===== config.mk =====
export PLATFORM = sky130hd
export DESIGN_NAME = irq_ctrl
export DESIGN_NICKNAME = d
export VERILOG_FILES = /design/src/rtl/irq_ctrl_pkg.sv /design/src/rtl/irq_ctrl_sync.sv /design/src/rtl/irq_ctrl.sv
export SDC_FILE = /design/constraint.sdc
export NUM_CORES = 1
export LEC_CHECK = 0
export ABC_AREA = 0
export BUFFER_PORTS_ARGS = -buffer_cell sky130_fd_sc_hd__buf_2
export CAP_MARGIN = 0
export CORE_MARGIN = 2
export CORE_UTILIZATION = 25
export CTS_CLUSTER_DIAMETER = 150
export CTS_CLUSTER_SIZE = 28
export DETAILED_ROUTE_END_ITERATION = 10
export HOLD_SLACK_MARGIN = 0.02
export PLACE_DENSITY = 0.52
export SLEW_MARGIN = 20
export SYNTH_ARGS = -nofsm -noshare
export SYNTH_HDL_FRONTEND = slang
export SYNTH_SLANG_ARGS = --single-unit

===== constraint.sdc =====
create_clock -name clk -period 1.4 [get_ports clk]
set_input_delay 0.14 -clock clk [delete_from_list [all_inputs] [get_ports clk]]
set_output_delay 0.14 -clock clk [all_outputs]
set_load 0.05 [all_outputs]

===== src/rtl/irq_ctrl_pkg.sv =====
// -----------------------------------------------------------------------------
// irq_ctrl_pkg
// Shared constants for the interrupt controller: register-select codes for the
// select/write/read port and the FSM state encoding. STAT bits 15:14 expose
// the state encoding, so these values are visible to software.
// -----------------------------------------------------------------------------
package irq_ctrl_pkg;

  // Register width of the select/write/read port.
  localparam int REG_W = 16;

  // Register select codes (reg_sel).
  localparam logic [2:0] SEL_PEND = 3'd0;
  localparam logic [2:0] SEL_MASK = 3'd1;
  localparam logic [2:0] SEL_EDGE = 3'd2;
  localparam logic [2:0] SEL_STAT = 3'd3;
  localparam logic [2:0] SEL_EOI  = 3'd4;
  localparam logic [2:0] SEL_SWI  = 3'd5;

  // FSM state encoding.
  localparam logic [1:0] ST_IDLE    = 2'd0;
  localparam logic [1:0] ST_REQ     = 2'd1;
  localparam logic [1:0] ST_SERVICE = 2'd2;

endpackage


===== src/rtl/irq_ctrl_sync.sv =====
// -----------------------------------------------------------------------------
// irq_sync
// Per-source synchroniser: two metastability flops (s1, s2) followed by a
// history flop (s3) used for rising-edge detection.
// Ports:
//   clk      core clock
//   rst      asynchronous active-low reset
//   i_async  raw asynchronous request line
//   o_level  synchronised level (s2)
//   o_rise   one-cycle rising-edge indication (s2 & ~s3)
// -----------------------------------------------------------------------------
module irq_sync
  import irq_ctrl_pkg::*;
(
  input  logic clk,
  input  logic rst,
  input  logic i_async,
  output logic o_level,
  output logic o_rise
);

  logic r_s1;
  logic r_s2;
  logic r_s3;

  // Three-stage shift: two synchroniser stages plus one history stage.
  always_ff @(posedge clk or negedge rst) begin
    if (!rst) begin
      r_s1 <= 1'b0;
      r_s2 <= 1'b0;
      r_s3 <= 1'b0;
    end else begin
      r_s1 <= i_async;
      r_s2 <= r_s1;
      r_s3 <= r_s2;
    end
  end

  assign o_level = r_s2;
  assign o_rise  = r_s2 & ~r_s3;

endmodule


===== src/rtl/irq_ctrl.sv =====
// -----------------------------------------------------------------------------
// irq_ctrl
// Multi-source interrupt controller in front of the core's single irq_in.
// Synchronises N request lines, latches edge requests / tracks level requests
// in a pending register, masks and fixed-priority arbitrates them (lowest
// index wins), and runs an IDLE -> REQ -> SERVICE handshake with the core.
// A new request is held off until software writes EOI.
// Ports:
//   clk        core clock
//   rst        asynchronous active-low reset
//   irq_src    raw asynchronous request lines [N-1:0]
//   reg_sel    register select (PEND/MASK/EDGE/STAT/EOI/SWI)
//   reg_we     one-cycle register write strobe
//   reg_wdata  register write data
//   reg_rdata  register read data, combinational from reg_sel
//   irq_out    request to the core (high only in REQ)
//   irq_take   core accepted the interrupt
//   irq_id     id of the requested / in-service source
// -----------------------------------------------------------------------------
module irq_ctrl
  import irq_ctrl_pkg::*;
#(
  parameter int N   = 8,
  parameter int IDW = 4
) (
  input  logic             clk,
  input  logic             rst,
  input  logic [N-1:0]     irq_src,
  input  logic [2:0]       reg_sel,
  input  logic             reg_we,
  input  logic [REG_W-1:0] reg_wdata,
  output logic [REG_W-1:0] reg_rdata,
  output logic             irq_out,
  input  logic             irq_take,
  output logic [IDW-1:0]   irq_id
);

  // ---------------------------------------------------------------------------
  // Declarations
  // ---------------------------------------------------------------------------
  logic [N-1:0]   w_lvl;
  logic [N-1:0]   w_rise;
  logic [N-1:0]   w_wd;

  logic           w_wr_pend;
  logic           w_wr_mask;
  logic           w_wr_edge;
  logic           w_wr_eoi;
  logic           w_wr_swi;

  logic [N-1:0]   r_pend;
  logic [N-1:0]   r_mask;
  logic [N-1:0]   r_edge;
  logic [1:0]     r_state;
  logic [IDW-1:0] r_id;
  logic           r_irq_out;

  logic [N-1:0]   w_act;
  logic           w_any;
  logic [IDW-1:0] w_win;
  logic [N-1:0]   w_id_oh;
  logic           w_take;

  logic [1:0]     w_state_n;
  logic [IDW-1:0] w_id_n;

  logic [N-1:0]   w_edge_set;
  logic [N-1:0]   w_edge_clr;
  logic [N-1:0]   w_mode_chg;
  logic [N-1:0]   w_pend_n;

  // ---------------------------------------------------------------------------
  // Synchronisers, one per source
  // ---------------------------------------------------------------------------
  genvar g;
  generate
    for (g = 0; g < N; g++) begin : g_sync
      irq_sync u_sync (
        .clk     (clk),
        .rst     (rst),
        .i_async (irq_src[g]),
        .o_level (w_lvl[g]),
        .o_rise  (w_rise[g])
      );
    end
  endgenerate

  // Write data bits above the source count carry no meaning.
  generate
    if (N < REG_W) begin : g_unused
      logic w_unused_hi;
      assign w_unused_hi = ^reg_wdata[REG_W-1:N];
    end
  endgenerate

  // ---------------------------------------------------------------------------
  // Register write decode
  // ---------------------------------------------------------------------------
  assign w_wd      = reg_wdata[N-1:0];
  assign w_wr_pend = reg_we & (reg_sel == SEL_PEND);
  assign w_wr_mask = reg_we & (reg_sel == SEL_MASK);
  assign w_wr_edge = reg_we & (reg_sel == SEL_EDGE);
  assign w_wr_eoi  = reg_we & (reg_sel == SEL_EOI);
  assign w_wr_swi  = reg_we & (reg_sel == SEL_SWI);

  // ---------------------------------------------------------------------------
  // Arbitration
  // ---------------------------------------------------------------------------
  assign w_act  = r_pend & r_mask;
  assign w_take = (r_state == ST_REQ) & irq_take;

  // Fixed-priority encoder: scanning downwards leaves the lowest index last.
  always_comb begin
    w_any = 1'b0;
    w_win = {IDW{1'b0}};
    for (int i = N - 1; i >= 0; i--) begin
      if (w_act[i]) begin
        w_any = 1'b1;
        w_win = IDW'(i);
      end else begin
        w_any = w_any;
        w_win = w_win;
      end
    end
  end

  // One-hot of the frozen id, used to test and clear its pending bit.
  always_comb begin
    w_id_oh = {N{1'b0}};
    for (int i = 0; i < N; i++) begin
      w_id_oh[i] = (r_id == IDW'(i));
    end
  end

  // ---------------------------------------------------------------------------
  // FSM next state
  // ---------------------------------------------------------------------------
  // Next-state and id selection; id only changes on the IDLE -> REQ edge.
  always_comb begin
    w_state_n = r_state;
    w_id_n    = r_id;
    case (r_state)
      ST_IDLE: begin
        if (w_any) begin
          w_state_n = ST_REQ;
          w_id_n    = w_win;
        end else begin
          w_state_n = ST_IDLE;
        end
      end
      ST_REQ: begin
        // Take is checked first so it wins over a concurrent mask-off/clear.
        if (irq_take) begin
          w_state_n = ST_SERVICE;
        end else if ((w_act & w_id_oh) == {N{1'b0}}) begin
          w_state_n = ST_IDLE;
        end else begin
          w_state_n = ST_REQ;
        end
      end
      ST_SERVICE: begin
        if (w_wr_eoi) begin
          w_state_n = ST_IDLE;
        end else begin
          w_state_n = ST_SERVICE;
        end
      end
      default: begin
        w_state_n = ST_IDLE;
        w_id_n    = {IDW{1'b0}};
      end
    endcase
  end

  // State, id and the registered request output.
  always_ff @(posedge clk or negedge rst) begin
    if (!rst) begin
      r_state   <= ST_IDLE;
      r_id      <= {IDW{1'b0}};
      r_irq_out <= 1'b0;
    end else begin
      r_state   <= w_state_n;
      r_id      <= w_id_n;
      r_irq_out <= (w_state_n == ST_REQ);
    end
  end

  assign irq_out = r_irq_out;
  assign irq_id  = r_id;

  // ---------------------------------------------------------------------------
  // Pending register
  // ---------------------------------------------------------------------------
  // Edge bits: set (hardware edge or SWI) wins over clear (W1C or take).
  // Level bits: follow the synchronised line. A mode change clears the bit.
  always_comb begin
    w_edge_set = w_rise | (w_wr_swi ? w_wd : {N{1'b0}});
    w_edge_clr = (w_wr_pend ? w_wd : {N{1'b0}}) |
                 (w_take ? w_id_oh : {N{1'b0}});
    w_mode_chg = w_wr_edge ? (w_wd ^ r_edge) : {N{1'b0}};
    w_pend_n   = ((r_edge & ((r_pend & ~w_edge_clr) | w_edge_set)) |
                  (~r_edge & w_lvl)) & ~w_mode_chg;
  end

  // Pending state update.
  always_ff @(posedge clk or negedge rst) begin
    if (!rst) begin
      r_pend <= {N{1'b0}};
    end else begin
      r_pend <= w_pend_n;
    end
  end

  // MASK and EDGE configuration registers.
  always_ff @(posedge clk or negedge rst) begin
    if (!rst) begin
      r_mask <= {N{1'b0}};
      r_edge <= {N{1'b0}};
    end else begin
      if (w_wr_mask) begin
        r_mask <= w_wd;
      end else begin
        r_mask <= r_mask;
      end
      if (w_wr_edge) begin
        r_edge <= w_wd;
      end else begin
        r_edge <= r_edge;
      end
    end
  end

  // ---------------------------------------------------------------------------
  // Read mux
  // ---------------------------------------------------------------------------
  // Combinational read; unused bits and write-only selects read as zero.
  always_comb begin
    reg_rdata = {REG_W{1'b0}};
    case (reg_sel)
      SEL_PEND: reg_rdata[N-1:0] = r_pend;
      SEL_MASK: reg_rdata[N-1:0] = r_mask;
      SEL_EDGE: reg_rdata[N-1:0] = r_edge;
      SEL_STAT: begin
        reg_rdata[REG_W-1:REG_W-2] = r_state;
        reg_rdata[IDW-1:0]         = r_id;
      end
      default: reg_rdata = {REG_W{1'b0}};
    endcase
  end

endmodule


After elaboration in Yosys (flattened, before gate mapping):

Cells that the tools add are included.

* flip-flop bits (word level): 55
* bits in latches: 0
* RAM bits: 0
* ROM bits: 0
* bits of input ports: 31
* output and inout bits: 21
* logic and storage cells: 119
* memories: 0

* $add $sub $neg: 0
* $mul: 0
* divide/modulo/power cells: 0
* magnitude comparators: 0
* equality and inequality tests: 16
* shift operators: 0
* multiplexer cells: 30
* bitwise operators: 37
* reduce and logical (&&, ||, !) cells: 6

Operators with widths (number)
* 8-bit bitwise AND: 6
* 8-bit two-way mux: 4
* 8-bit bitwise OR: 4
* 4-bit two-way mux: 7
* 8-bit inverter: 3
* 4-bit by 3-bit equality test with 1-bit output, second input constant: 4
* 4-bit case mux with 4 select lines: 1
* 1-bit bitwise AND: 14
* 4-bit case mux with 3 select lines: 1
* 1-bit two-way mux: 10
* 1-bit inverter: 9
* 4-bit by 2-bit equality test with 1-bit output, second input constant: 2
* 8-bit zero test: 1
* 4-bit case mux with 2 select lines: 1
* 8-bit bitwise XOR: 1
* 3-bit by 2-bit equality test with 1-bit output, second input constant: 2
* 3-bit equality test, second input constant: 2
* 2-bit two-way mux: 3
* 3-bit two-way mux: 2
* 2-bit case mux with 3 select lines: 1
* 2-bit by 1-bit equality test with 1-bit output, second input constant: 2
* 4-bit by 1-bit equality test with 1-bit output, second input constant: 1
* 4-bit zero test: 1
* 3-bit by 1-bit equality test with 1-bit output, second input constant: 1
* 6 further kinds: 6

Longest topological paths before layout:

Gate-level depths: netlist (run 1).

* depth after elaboration: 12
* gate-level depth with buffers: 7
* mapped depth without buffers: 7

Cells and area by module:

Synthesis (run 1) repeated with hierarchy kept, for this count alone.

* cells, all modules: 270
* area, all modules: 2826.5 um^2

Modules (own cells, without submodules)
* irq_ctrl: times used 1, cells an instance 238, area each 2115.8 um^2, sequential area each 750.7 um^2
* irq_sync: times used 8, cells an instance 4, area each 88.8 um^2, sequential area each 75.1 um^2

Least setup slack after synthesis (run 1):

Ideal clock, no wire load.

* kind: register to output
* from: register r_id[0], in the netlist irq_id[0]
* to: output port reg_rdata[0]
* arrival time: 1.836 ns
* setup slack: -0.576 ns
* stages on the path, launching flop included: 4
* buffers on the path: 1
* cells stage by stage: dfrtp_1 -> buf_2 -> mux4_2 -> nor2b_1

* cells in the longest elaborated chain, start to end: 1

RTL lines
* from (decl): line irq_ctrl.sv:55 `logic [IDW-1:0] r_id;`
* from (signal assigned): line irq_ctrl.sv:179 `r_id <= {IDW{1'b0}};`
* from (signal assigned): line irq_ctrl.sv:183 `r_id <= w_id_n;`
* 4-bit case mux with 4 select lines: line irq_ctrl.sv:239 `case (reg_sel)`
* to (decl): line irq_ctrl.sv:32 `output logic [REG_W-1:0] reg_rdata,`

No other way between the ends.

Worst setup path after layout (run 1):

* from: register r_id[1], in the netlist irq_id[1]
* to: output port reg_rdata[1]

Same word-level chain as after synthesis.

==> metrics.txt, run 1 <==
# TYPE chip_impl_metric gauge
chip_impl_metric{name="rows",unit=""} 38
chip_impl_metric{name="placed_cells",unit=""} 471
chip_impl_metric{name="detail-route-antenna-nets",unit=""} 0
chip_impl_info{name="worstPathCellList",value="mux4_2 -> nor2b_4 -> buf_6"} 1
chip_impl_info{name="violations",value="setup timing"} 1
chip_impl_metric{name="instances_no_fill",unit=""} 506
chip_impl_metric{name="cp_depth",unit=""} 3
chip_impl_info{name="layout.cells.most_common",value="nand2_1"} 1
chip_impl_info{name="critPathCapture",value="reg_rdata[1]"} 1
chip_impl_info{name="holdCritPathClass",value="input pin to register"} 1
chip_impl_metric{name="post-route-worst-setup-slack",unit="ns"} -0.240
chip_impl_metric{name="die_area",unit="mm^2"} 0.0117
chip_impl_metric{name="initial_core_util",unit="%"} 25.3
chip_impl_metric{name="postSynthCellCount",unit=""} 273
chip_impl_metric{name="clkSlewWorstSetupHoldPaths",unit="ns"} 0.10
chip_impl_info{name="cpLargestDelayFamily",value="multiplexers"} 1
chip_impl_info{name="critPathSlowestCell",value="mux4_2"} 1
chip_impl_metric{name="post_synth_num_cell_types",unit=""} 41
chip_impl_metric{name="finalHoldViolations",unit=""} 0
chip_impl_metric{name="max-cap-violations",unit=""} 0
chip_impl_metric{name="finClkSkew",unit="ns"} 0.0124
chip_impl_metric{name="switching_power",unit="mW"} 1.99
chip_impl_metric{name="synthesis.area",unit="mm^2"} 0.00272
chip_impl_metric{name="core-area",unit="mm^2"} 0.0107
chip_impl_info{name="regToRegEndpoint",value="r_pend[0]"} 1
chip_impl_metric{name="synth-async-reset-ratio",unit="%"} 100
chip_impl_info{name="crit_start_category",value="register"} 1
chip_impl_metric{name="grt_pass1_vias",unit=""} 2361
chip_impl_metric{name="cp_num_buf_inv",unit=""} 1
chip_impl_metric{name="seqPwrFrac",unit="%"} 38.2
chip_impl_metric{name="postSynthRegisterBits",unit=""} 54
chip_impl_metric{name="met1_usage",unit="%"} 17.5
chip_impl_metric{name="flow.area_growth_from_synthesis",unit="%"} 40.5
chip_impl_metric{name="clock_latency",unit="ns"} 0.31
chip_impl_metric{name="grt_first_pass_wirelength",unit="um"} 11900
chip_impl_metric{name="post_synth_mux_area_share",unit="%"} 8.05
chip_impl_info{name="clk_root_buffer_cell",value="clkbuf_8"} 1
chip_impl_metric{name="p_clk_share",unit="%"} 17.3
chip_impl_metric{name="drcViolationCount",unit=""} 0
chip_impl_metric{name="wire_per_inst",unit="um"} 14.5
chip_impl_metric{name="cell_internal_pwr",unit="mW"} 3.26
chip_impl_info{name="main_combinational_cell_family_by_area_after_synthesis",value="simple AND/OR/NAND/NOR gates"} 1
chip_impl_metric{name="portBuffers",unit=""} 36
chip_impl_metric{name="multi_input_combinational_cell_area",unit="mm^2"} 0.00142
chip_impl_metric{name="power.combinational.fraction",unit="%"} 44.5
chip_impl_metric{name="fillCellCount",unit=""} 1121
chip_impl_metric{name="post_synth_fa_ha_maj_area_fraction",unit="%"} 1.84
chip_impl_metric{name="dieWidth",unit="um"} 108
chip_impl_metric{name="proportion_of_layout_cells_with_a_drive_suffix_above_1",unit="%"} 39.1
chip_impl_metric{name="cp.arrival",unit="ns"} 1.50
chip_impl_metric{name="synth_enable_flop_cells",unit=""} 0
chip_impl_info{name="synth_ff_type",value="dfrtp_1"} 1
chip_impl_metric{name="layout.cell_area.non_filler",unit="mm^2"} 0.00382
chip_impl_metric{name="crit_required",unit="ns"} 1.26
chip_impl_metric{name="regToRegSetupSlack",unit="ns"} -0.18
chip_impl_metric{name="cellPowerDensity",unit="mW/mm^2"} 1370
chip_impl_metric{name="numnets_final",unit=""} 400
chip_impl_metric{name="final_total_power",unit="mW"} 5.25
chip_impl_metric{name="hold_ws",unit="ns"} 0.0814
chip_impl_metric{name="drtIter0Drc",unit=""} 94
chip_impl_metric{name="cells_on_worst_reg2reg_path",unit=""} 6
chip_impl_metric{name="drt_pass1_iterations",unit=""} 4
chip_impl_metric{name="seq_area",unit="mm^2"} 0.00136
chip_impl_metric{name="yosys_warnings",unit=""} 0
chip_impl_info{name="grt_setup_unrepaired",value="true"} 1
chip_impl_metric{name="htreeDepth",unit=""} 2
chip_impl_metric{name="wl",unit="um"} 7320
chip_impl_metric{name="global_route.usage.met2",unit="%"} 21.7
chip_impl_metric{name="setup_violations",unit=""} 10
chip_impl_metric{name="count_of_final_max_slew_check_failures",unit=""} 0
chip_impl_info{name="type_of_the_worst_setup_path",value="register to output port"} 1
chip_impl_metric{name="die-height",unit="um"} 108
chip_impl_metric{name="cts_made_buffers",unit=""} 5
chip_impl_metric{name="clock.fmax",unit="MHz"} 610
chip_impl_metric{name="grt_remaining_overflow",unit=""} 0
chip_impl_metric{name="num_antenna_cells",unit=""} 0
chip_impl_metric{name="critical_path_peak_fanout",unit=""} 2
chip_impl_metric{name="grt_usage",unit="%"} 13.0
chip_impl_info{name="critical_path.reg2reg.startpoint",value="irq_id[1]"} 1
chip_impl_metric{name="p_sw_share",unit="%"} 37.9
chip_impl_metric{name="top_level_ports",unit=""} 52
chip_impl_metric{name="slowest_delay",unit="ns"} 0.46
chip_impl_info{name="cts_tree",value="built"} 1
chip_impl_metric{name="yosysSeqAreaShare",unit="%"} 49.7
chip_impl_metric{name="clock_sinks",unit=""} 54
chip_impl_metric{name="via_cell_ratio",unit=""} 4.67
chip_impl_metric{name="cts.path.max_buffers",unit=""} 2
chip_impl_metric{name="grt_util_met3",unit="%"} 2.29
chip_impl_info{name="crit_path_start",value="irq_id[1]"} 1
chip_impl_info{name="grt_most_used_layer",value="met2"} 1
chip_impl_info{name="layout_common_cells",value="nand2_1 (64), dfrtp_1 (50), buf_4 (50)"} 1
chip_impl_metric{name="postPlaceCellArea",unit="mm^2"} 0.00332
chip_impl_metric{name="hpwl",unit="um"} 5200
chip_impl_metric{name="synth_compound_gate_area_share",unit="%"} 17.2
chip_impl_metric{name="grt_max_degree",unit=""} 28
chip_impl_metric{name="synth_xor_area_share",unit="%"} 0
chip_impl_metric{name="antenna_found_initial",unit=""} 0
chip_impl_metric{name="p_leak",unit="nW"} 1.76
chip_impl_metric{name="finalWorstPathRequiredPeriod",unit="ns"} 1.64
chip_impl_metric{name="post_synth.cell_area_avg",unit="um^2"} 9.97
chip_impl_metric{name="vdd_ir_drop_max",unit="mV"} 0.531
chip_impl_info{name="status",value="finished, violations left"} 1
chip_impl_metric{name="gp_congestion",unit=""} 0.815
chip_impl_metric{name="vias",unit=""} 2363
chip_impl_info{name="timing.critical_path.to_type",value="output port"} 1
chip_impl_metric{name="simple_gate_fraction_of_synth_area",unit="%"} 18.0
chip_impl_metric{name="final_worst_path_period_share",unit="%"} 117
## Yosys cell counts (all sizes together), types with 2 or more instances
cell type / number / share of area [%]
a21oi: 15 / 2.8
a221oi: 6 / 3.3
a22oi: 8 / 2.2
a31oi: 2 / 0.46
a32o: 2 / 0.74
and3: 3 / 0.69
buf: 19 / 4.6
dfrtp: 54 / 50
ha: 4 / 1.8
inv: 3 / 0.41
mux2: 9 / 3.7
mux2i: 5 / 1.8
mux4: 3 / 2.5
nand2: 65 / 9.0
nand2b: 3 / 0.69
nand3: 7 / 1.3
nand3b: 3 / 0.97
nor2: 15 / 2.1
nor2b: 5 / 1.1
o21ai: 13 / 2.4
o22ai: 12 / 2.8
o31ai: 3 / 0.83
## cells by family (layout without fill, tap and decap cells)
family,after synthesis,count (layout)
compound gates,67,67
fa+ha+maj,4,4
buf+inv,22,109
flops,54,54
mux,17,17
other cells,1,7
simple gates,108,108
## metal layers
layer / wire, um / part of all wire (%) / vias up
li1: - / - / 1140
met1: 3440 / 47 / 1156
met4: 90 / 1.2 / 0
met2: 3490 / 48 / 57
met5: 0 / 0 / -
met3: 295 / 4.0 / 10
## what timing repair did
item                                    CTS  global route
gates resized for setup                  29            23
hold endpoints to repair                 18             0
endpoints found under the setup margin   18            24
hold buffers                              9             0
pin swaps                                 6            12
buffers inserted                         15             3
## area by class of cell
type	count	area share, %
clock buffer	7	2.26
clock inverter	1	0.131
tap	140	4.58
multi-input combinational	203	37.1
timing repair buffer	98	20.2
inverter	3	0.295
sequential	54	35.5
## stage by stage
| stage | util, % | setup TNS [ns] | setup slack (ns) |
|---|---|---|---|
| global placement | 30.9 | -0.537 | -0.0832 |
| detailed placement | 30.9 | -0.939 | -0.141 |
| floorplan | - | -0.202 | -0.0547 |
| finish | 35.6 | -1.47 | -0.240 |
| CTS | 34.6 | -1.30 | -0.245 |
| global route | 35.6 | -2.55 | -0.280 |
## how the worst min path moves through the flow
| stage | startpoint | to | slack (ns) | depth (start not counted) |
|---|---|---|---|---|
| 2_1_floorplan | rst | g_sync[0].u_sync.o_level | -0.16 | 0 |
| 6_report | reg_wdata[1] | r_pend[1] | 0.08 | 2 |
| 4_1_cts | reg_wdata[1] | r_pend[1] | 0.08 | 2 |
| 3_3_place_gp | rst | g_sync[5].u_sync.r_s1 | 0.05 | 1 |
| 3_5_place_dp | rst | g_sync[5].u_sync.r_s1 | 0.05 | 1 |
| 5_1_grt | reg_wdata[5] | r_pend[5] | 0.08 | 2 |
## sequential cells by signal, summed over array words and instances, names as in the netlist, 2 cells and up
signal and count:
g_sync.u_sync.o_level 8, g_sync.u_sync.r_s1 8, g_sync.u_sync.r_s3 8, irq_id 3, r_edge 8, r_mask 8, r_pend 8, r_state 2
## power groups by stage
stage	clock network, mW	registers, mW	logic (mW)
2_1_floorplan	0	2.17	1.11
3_3_place_gp	0	2.07	1.79
3_5_place_dp	0	2.08	1.81
4_1_cts	0.946	1.99	2.18
5_1_grt	1.00	2.04	2.56
6_report	0.909	2.01	2.34
Power figures use the tool's default switching activity.
==> inputs of run 2 (changes only) <==
Settings changed: HOLD_SLACK_MARGIN 0.02 to 0.15.
==> run 2 against run 1 <==
The flow still finishes with violations (setup timing). Via count increased by 1.1%. Maximum frequency is essentially flat. Sequential cell count stayed put. Routed wire length grew 0.34%. Largest cell class unchanged. Critical endpoint unchanged. Highest routed layer unchanged. Die area stayed put. Critical path type unchanged. Clock power about the same. Total power rose by 0.33%.
==> metrics.txt, run 2 (synthesis gave the netlist of run 1 again) <==
# TYPE chip_impl_metric gauge
chip_impl_metric{name="cp_num_buf_inv",unit=""} 1
chip_impl_metric{name="detail-route-antenna-nets",unit=""} 0
chip_impl_info{name="clk_root_buffer_cell",value="clkbuf_8"} 1
chip_impl_info{name="timing.critical_path.to_type",value="output port"} 1
chip_impl_info{name="status",value="finished, violations left"} 1
chip_impl_metric{name="wl",unit="um"} 7340
chip_impl_metric{name="die_area",unit="mm^2"} 0.0117
chip_impl_metric{name="gp_congestion",unit=""} 0.815
chip_impl_info{name="crit_start_category",value="register"} 1
chip_impl_info{name="violations",value="setup timing"} 1
chip_impl_metric{name="top_level_ports",unit=""} 52
chip_impl_metric{name="dpl_worst_slack",unit="ns"} -0.141
chip_impl_info{name="holdCritPathClass",value="input pin to asynchronous set/reset pin"} 1
chip_impl_metric{name="seq_area",unit="mm^2"} 0.00136
chip_impl_metric{name="core-area",unit="mm^2"} 0.0107
chip_impl_metric{name="clock_sinks",unit=""} 54
chip_impl_metric{name="htreeDepth",unit=""} 2
chip_impl_info{name="worstPathCellList",value="mux4_2 -> nor2b_4 -> buf_6"} 1
chip_impl_metric{name="setup_violations",unit=""} 10
chip_impl_metric{name="clock.fmax",unit="MHz"} 610
chip_impl_info{name="grt_setup_unrepaired",value="true"} 1
chip_impl_metric{name="instances_no_fill",unit=""} 515
chip_impl_info{name="cts_tree",value="built"} 1
chip_impl_metric{name="cts.path.max_buffers",unit=""} 2
chip_impl_metric{name="finalWorstPathRequiredPeriod",unit="ns"} 1.64
chip_impl_metric{name="multi_input_combinational_cell_area",unit="mm^2"} 0.00142
chip_impl_metric{name="grt_remaining_overflow",unit=""} 0
chip_impl_metric{name="drt_pass1_iterations",unit=""} 4
chip_impl_metric{name="numnets_final",unit=""} 409
chip_impl_metric{name="num_antenna_cells",unit=""} 0
chip_impl_metric{name="grt_pass1_vias",unit=""} 2398
chip_impl_metric{name="flow.area_growth_from_synthesis",unit="%"} 43.8
chip_impl_metric{name="rows",unit=""} 38
chip_impl_metric{name="grt_usage",unit="%"} 13.1
chip_impl_metric{name="count_of_final_max_slew_check_failures",unit=""} 0
chip_impl_metric{name="die-height",unit="um"} 108
chip_impl_metric{name="final_worst_path_period_share",unit="%"} 117
chip_impl_metric{name="cp.arrival",unit="ns"} 1.50
chip_impl_info{name="layout_common_cells",value="nand2_1 (64), dfrtp_1 (50), buf_4 (50)"} 1
chip_impl_metric{name="proportion_of_layout_cells_with_a_drive_suffix_above_1",unit="%"} 38.1
chip_impl_metric{name="clock_latency",unit="ns"} 0.31
chip_impl_info{name="type_of_the_worst_setup_path",value="register to output port"} 1
chip_impl_metric{name="postPlaceCellArea",unit="mm^2"} 0.00332
chip_impl_metric{name="cells_on_worst_reg2reg_path",unit=""} 6
chip_impl_metric{name="finalHoldViolations",unit=""} 0
chip_impl_metric{name="hpwl",unit="um"} 5200
chip_impl_metric{name="drcViolationCount",unit=""} 0
chip_impl_metric{name="grt_first_pass_wirelength",unit="um"} 12100
chip_impl_metric{name="cp_depth",unit=""} 3
chip_impl_info{name="layout.cells.most_common",value="nand2_1"} 1
chip_impl_metric{name="crit_required",unit="ns"} 1.26
chip_impl_metric{name="critical_path_peak_fanout",unit=""} 2
chip_impl_metric{name="setup_total_negative_slack",unit="ns"} -1.45
chip_impl_metric{name="placed_cells",unit=""} 471
chip_impl_metric{name="final_total_power",unit="mW"} 5.27
chip_impl_metric{name="slowest_delay",unit="ns"} 0.46
chip_impl_metric{name="initial_core_util",unit="%"} 25.3
chip_impl_metric{name="vdd_ir_drop_max",unit="mV"} 0.515
chip_impl_metric{name="layout.cell_area.non_filler",unit="mm^2"} 0.00391
chip_impl_metric{name="clkSlewWorstSetupHoldPaths",unit="ns"} 0.10
chip_impl_metric{name="p_leak",unit="nW"} 1.80
chip_impl_metric{name="cellPowerDensity",unit="mW/mm^2"} 1350
chip_impl_metric{name="finClkSkew",unit="ns"} 0.0137
chip_impl_metric{name="post-route-worst-setup-slack",unit="ns"} -0.238
chip_impl_metric{name="max-cap-violations",unit=""} 0
chip_impl_metric{name="grt_max_degree",unit=""} 28
chip_impl_metric{name="wire_per_inst",unit="um"} 14.3
chip_impl_metric{name="antenna_found_initial",unit=""} 0
chip_impl_info{name="critPathSlowestCell",value="mux4_2"} 1
chip_impl_metric{name="fillCellCount",unit=""} 1114
chip_impl_info{name="cpLargestDelayFamily",value="multiplexers"} 1
chip_impl_metric{name="via_cell_ratio",unit=""} 4.64
chip_impl_metric{name="drtIter0Drc",unit=""} 80
chip_impl_metric{name="portBuffers",unit=""} 36
chip_impl_metric{name="dieWidth",unit="um"} 108
chip_impl_metric{name="vias",unit=""} 2389
chip_impl_metric{name="cts_made_buffers",unit=""} 5
==> run 2: cell types whose count changed in the layout (fill, tap and decap cells not counted) <==
cell           delta
dlygate4sd3_1     +9
==> run 2: final cells by class <==
type                            count  area share (%)
Sequential cell                    54            34.7
Inverter                            3           0.288
Clock inverter                      1           0.128
Clock buffer                        7            2.21
Multi-Input combinational cell    203            36.2
Timing Repair Buffer              107            22.0
Tap cell                          140            4.48
==> run 2: timing repair <==
| action | in CTS | in global routing |
|---|---|---|
| buffers inserted | 15 | 3 |
| setup endpoints to repair | 18 | 24 |
| hold endpoints to repair | 87 | 0 |
| pin swaps | 6 | 12 |
| hold buffers | 18 | 0 |
| gates cloned | 0 | 0 |
| gates resized for setup | 29 | 23 |
==> run 2: worst paths after layout <==
check	start	endpoint	slack, ns
max	irq_id[1]	reg_rdata[1]	-0.24
min	rst	g_sync[5].u_sync.r_s1	0.25
max reg2reg	irq_id[1]	r_pend[0]	-0.18
min reg2reg	g_sync[5].u_sync.r_s1	g_sync[5].u_sync.o_level	0.36
max in group asynchronous	rst	r_pend[5]	0.62
min in group clk	reg_we	irq_out	0.30
==> run 2: per-stage QoR <==
stage          hold WS, ns  util, %
2_1_floorplan       -0.156        -
3_3_place_gp        0.0506     30.9
3_5_place_dp        0.0543     30.9
4_1_cts              0.250     35.5
5_1_grt              0.271     36.4
6_report             0.247     36.4
==> run 2: worst reg2reg max path, cell delays in order, from the launching register on <==
cell,delay (ns)
dfrtp_2,0.43
buf_4,0.17
nand3b_1,0.31
o31ai_2,0.29
nand2_1,0.09
a21oi_2,0.12
a21oi_1,0.05
==> run 2: routing by layer <==
layer,up-vias,global-route usage [%],wire (um)
li1,1159,-,-
met1,1174,17.7,3500
met2,49,21.9,3520
met3,7,2.17,242
met4,0,3.39,78
met5,-,0,0
==> run 2: power by group <==
part	switching, mW	internal, mW
Combinational	1.29	1.07
Clock	0.509	0.401
Sequential	0.194	1.81
==> inputs of run 3 (changes only) <==
Settings changed: ABC_AREA 0 to 1, RECOVER_POWER set to 50.
==> run 3 against run 2 <==
The run now ends clean. Largest cell class is now flip-flops and latches. Clock-buffer cell count is 1 lower. Sequential power hardly changed. Utilization is 2.3 points lower. First-iteration DRC count is 14% higher. Combinational power is 27% lower. Routed wire length is 6.7% lower. Synthesized cell count is 19% higher. Total power is 9.2% lower. Clock skew hardly changed.
==> metrics.txt, run 3 <==
# TYPE chip_impl_metric gauge
chip_impl_metric{name="num_antenna_cells",unit=""} 0
chip_impl_metric{name="p_leak",unit="nW"} 1.79
chip_impl_info{name="top_cell_types_by_occurrence_after_synthesis",value="nand2_1 (108), dfrtp_1 (54), inv_1 (36), nand3_1 (29), nor2_1 (21)"} 1
chip_impl_metric{name="hold_ws",unit="ns"} 0.192
chip_impl_metric{name="numnets_final",unit=""} 439
chip_impl_metric{name="cts_made_buffers",unit=""} 5
chip_impl_metric{name="cts.path.max_buffers",unit=""} 2
chip_impl_metric{name="finalWorstPathRequiredPeriod",unit="ns"} 1.38
chip_impl_metric{name="post_synth_num_cell_types",unit=""} 28
chip_impl_info{name="type_of_the_worst_setup_path",value="register to output port"} 1
chip_impl_metric{name="vdd_ir_drop_max",unit="mV"} 0.401
chip_impl_metric{name="synthDominantCellAreaShare",unit="%"} 50.2
chip_impl_metric{name="dpl_worst_slack",unit="ns"} -0.0695
chip_impl_metric{name="count_of_final_max_slew_check_failures",unit=""} 0
chip_impl_metric{name="grt_max_degree",unit=""} 55
chip_impl_metric{name="drt_pass1_iterations",unit=""} 4
chip_impl_metric{name="hold_path_depth",unit=""} 6
chip_impl_metric{name="htreeDepth",unit=""} 2
chip_impl_info{name="status",value="finished clean"} 1
chip_impl_metric{name="die_area",unit="mm^2"} 0.0116
chip_impl_info{name="timing.hold.worst_endpoint",value="r_state[0]"} 1
chip_impl_metric{name="flow.area_growth_from_synthesis",unit="%"} 32.0
chip_impl_info{name="synth_most_common_cell",value="nand2_1"} 1
chip_impl_metric{name="setup_violations",unit=""} 0
chip_impl_info{name="synth.area.top_cells",value="dfrtp_1 (50%), nand2_1 (15%), nand3_1 (5.4%), inv_1 (5.0%), nor2_1 (2.9%)"} 1
chip_impl_metric{name="synth-async-reset-ratio",unit="%"} 100
chip_impl_info{name="layout_common_cells",value="nand2_1 (102), dfrtp_1 (50), inv_1 (31)"} 1
chip_impl_metric{name="grt_usage",unit="%"} 12.3
chip_impl_metric{name="final_worst_path_period_share",unit="%"} 98.5
chip_impl_metric{name="via_cell_ratio",unit=""} 4.41
chip_impl_metric{name="grt_remaining_overflow",unit=""} 0
chip_impl_metric{name="critical_path_peak_fanout",unit=""} 2
chip_impl_metric{name="max-cap-violations",unit=""} 0
chip_impl_metric{name="cellPowerDensity",unit="mW/mm^2"} 1350
chip_impl_info{name="regToRegEndpoint",value="irq_out"} 1
chip_impl_info{name="holdCritPathClass",value="input pin to register"} 1
chip_impl_metric{name="grt_first_pass_wirelength",unit="um"} 11100
chip_impl_metric{name="antenna_found_initial",unit=""} 0
chip_impl_metric{name="detail-route-antenna-nets",unit=""} 0
chip_impl_metric{name="postSynthCellCount",unit=""} 326
chip_impl_metric{name="drt-met1-wl",unit="um"} 3290
chip_impl_metric{name="synth_enable_flop_cells",unit=""} 0
chip_impl_metric{name="portBuffers",unit=""} 36
chip_impl_metric{name="synthesis.area",unit="mm^2"} 0.00269
chip_impl_metric{name="fillCellCount",unit=""} 1106
chip_impl_metric{name="multi_input_combinational_cell_area",unit="mm^2"} 0.00121
chip_impl_metric{name="drtIter0Drc",unit=""} 91
chip_impl_metric{name="dieWidth",unit="um"} 108
chip_impl_metric{name="postSynthRegisterBits",unit=""} 54
chip_impl_metric{name="top_level_ports",unit=""} 52
chip_impl_metric{name="yosys_warnings",unit=""} 0
chip_impl_metric{name="seq_area",unit="mm^2"} 0.00136
chip_impl_metric{name="wl_met3",unit="um"} 348
chip_impl_metric{name="initial_core_util",unit="%"} 25.9
chip_impl_metric{name="clock_sinks",unit=""} 54
chip_impl_info{name="layout.cells.most_common",value="nand2_1"} 1
chip_impl_metric{name="wire_per_inst",unit="um"} 12.7
chip_impl_metric{name="clkSlewWorstSetupHoldPaths",unit="ns"} 0.10
chip_impl_metric{name="drcViolationCount",unit=""} 0
chip_impl_metric{name="clock.fmax",unit="MHz"} 725
chip_impl_info{name="grt_setup_unrepaired",value="true"} 1
chip_impl_metric{name="instances_no_fill",unit=""} 541
chip_impl_metric{name="vias",unit=""} 2387
chip_impl_metric{name="cells_on_worst_reg2reg_path",unit=""} 10
chip_impl_info{name="critical_path.reg2reg.startpoint",value="irq_id[2]"} 1
chip_impl_info{name="crit_start_category",value="register"} 1
chip_impl_metric{name="post-route-worst-setup-slack",unit="ns"} 0.0213
chip_impl_metric{name="clock_latency",unit="ns"} 0.31
chip_impl_metric{name="grt_pass1_vias",unit=""} 2306
chip_impl_info{name="maxUsedRoutingLayer",value="met4"} 1
chip_impl_metric{name="post_synth.cell_area_avg",unit="um^2"} 8.26
chip_impl_metric{name="gp_congestion",unit=""} 0.928
chip_impl_metric{name="crit_required",unit="ns"} 1.26
chip_impl_info{name="clk_root_buffer_cell",value="clkbuf_8"} 1
chip_impl_metric{name="yosysSeqAreaShare",unit="%"} 50.2
chip_impl_metric{name="met2WireLength",unit="um"} 3030
chip_impl_metric{name="setup_total_negative_slack",unit="ns"} 0
chip_impl_metric{name="proportion_of_layout_cells_with_a_drive_suffix_above_1",unit="%"} 27.9
chip_impl_info{name="synth_largest_area_cell",value="dfrtp_1"} 1
chip_impl_metric{name="timing.slew.headroom",unit="%"} 49.7
chip_impl_metric{name="regToRegSetupSlack",unit="ns"} 0.04
chip_impl_metric{name="rows",unit=""} 37
chip_impl_info{name="synth_ff_type",value="dfrtp_1"} 1
chip_impl_metric{name="cp.arrival",unit="ns"} 1.24
chip_impl_metric{name="hpwl",unit="um"} 4780
chip_impl_info{name="timing.critical_path.to_type",value="output port"} 1
chip_impl_metric{name="finClkSkew",unit="ns"} 0.0135
chip_impl_metric{name="finalHoldViolations",unit=""} 0
chip_impl_metric{name="placed_cells",unit=""} 509
chip_impl_info{name="hp-start",value="irq_take"} 1
chip_impl_metric{name="wl",unit="um"} 6850
chip_impl_info{name="cts_tree",value="built"} 1
chip_impl_metric{name="die-height",unit="um"} 108
chip_impl_metric{name="core-area",unit="mm^2"} 0.0104
chip_impl_metric{name="post-route-util",unit="%"} 34.1
chip_impl_metric{name="tightest_slew",unit="ns"} 0.755
## run 3: worst max-delay path: stages (launching register included)
cell	delay, ns
dfrtp_2	0.41
clkinvlp_4	0.13
o2111ai_4	0.21
buf_6	0.19
## run 3: worst max path at each step
stage          startpoint            to  cells after the start
2_1_floorplan   irq_id[2]       irq_out                     10
3_3_place_gp   reg_sel[0]     r_pend[0]                      6
3_5_place_dp   reg_sel[0]     r_pend[1]                      6
4_1_cts         irq_id[2]  reg_rdata[2]                      3
5_1_grt         irq_id[2]       irq_out                     11
6_report        irq_id[2]  reg_rdata[2]                      3
## run 3: through the flow
step | area [um^2] | power (mW)
finish | 3560 | 4.79
global route | 3560 | 5.11
CTS | 3490 | 4.72
detailed placement | 3150 | 3.55
global placement | 3150 | 3.52
floorplan | 2760 | 3.04
## run 3: what timing repair did
action | CTS | global route
setup endpoints to repair | 15 | 21
hold buffers | 17 | 0
pin swaps | 4 | 5
endpoints found under the hold margin | 76 | 0
gates resized for setup | 10 | 22
setup buffers | 4 | 3
## run 3: layout make-up
class	count	area share (%)
clock buffer	6	2.04
sequential	54	38.1
inverter	38	4.12
clock inverter	2	1.06
tap	136	4.79
multi-input combinational	228	34.0
timing repair buffer	77	15.9
## run 3: cells by family after synthesis
group	share of synthesized area, %
flip-flops	50.2
buffers and inverters	8.96
adder cells (fa/ha/maj)	1.86
AO/OA/AOI/OAI	8.41
AND/OR/NAND/NOR	30.5
other	0.139
## run 3: per-layer routing
metal | vias to the layer above | GRT usage [%]
li1 | 1188 | -
met1 | 1127 | 17.0
met2 | 57 | 18.6
met3 | 15 | 2.66
met4 | 0 | 5.04
met5 | - | 0
## run 3: power by group
part | switching [mW] | internal (mW)
combinational | 1.08 | 0.644
clock | 0.507 | 0.534
sequential | 0.228 | 1.79
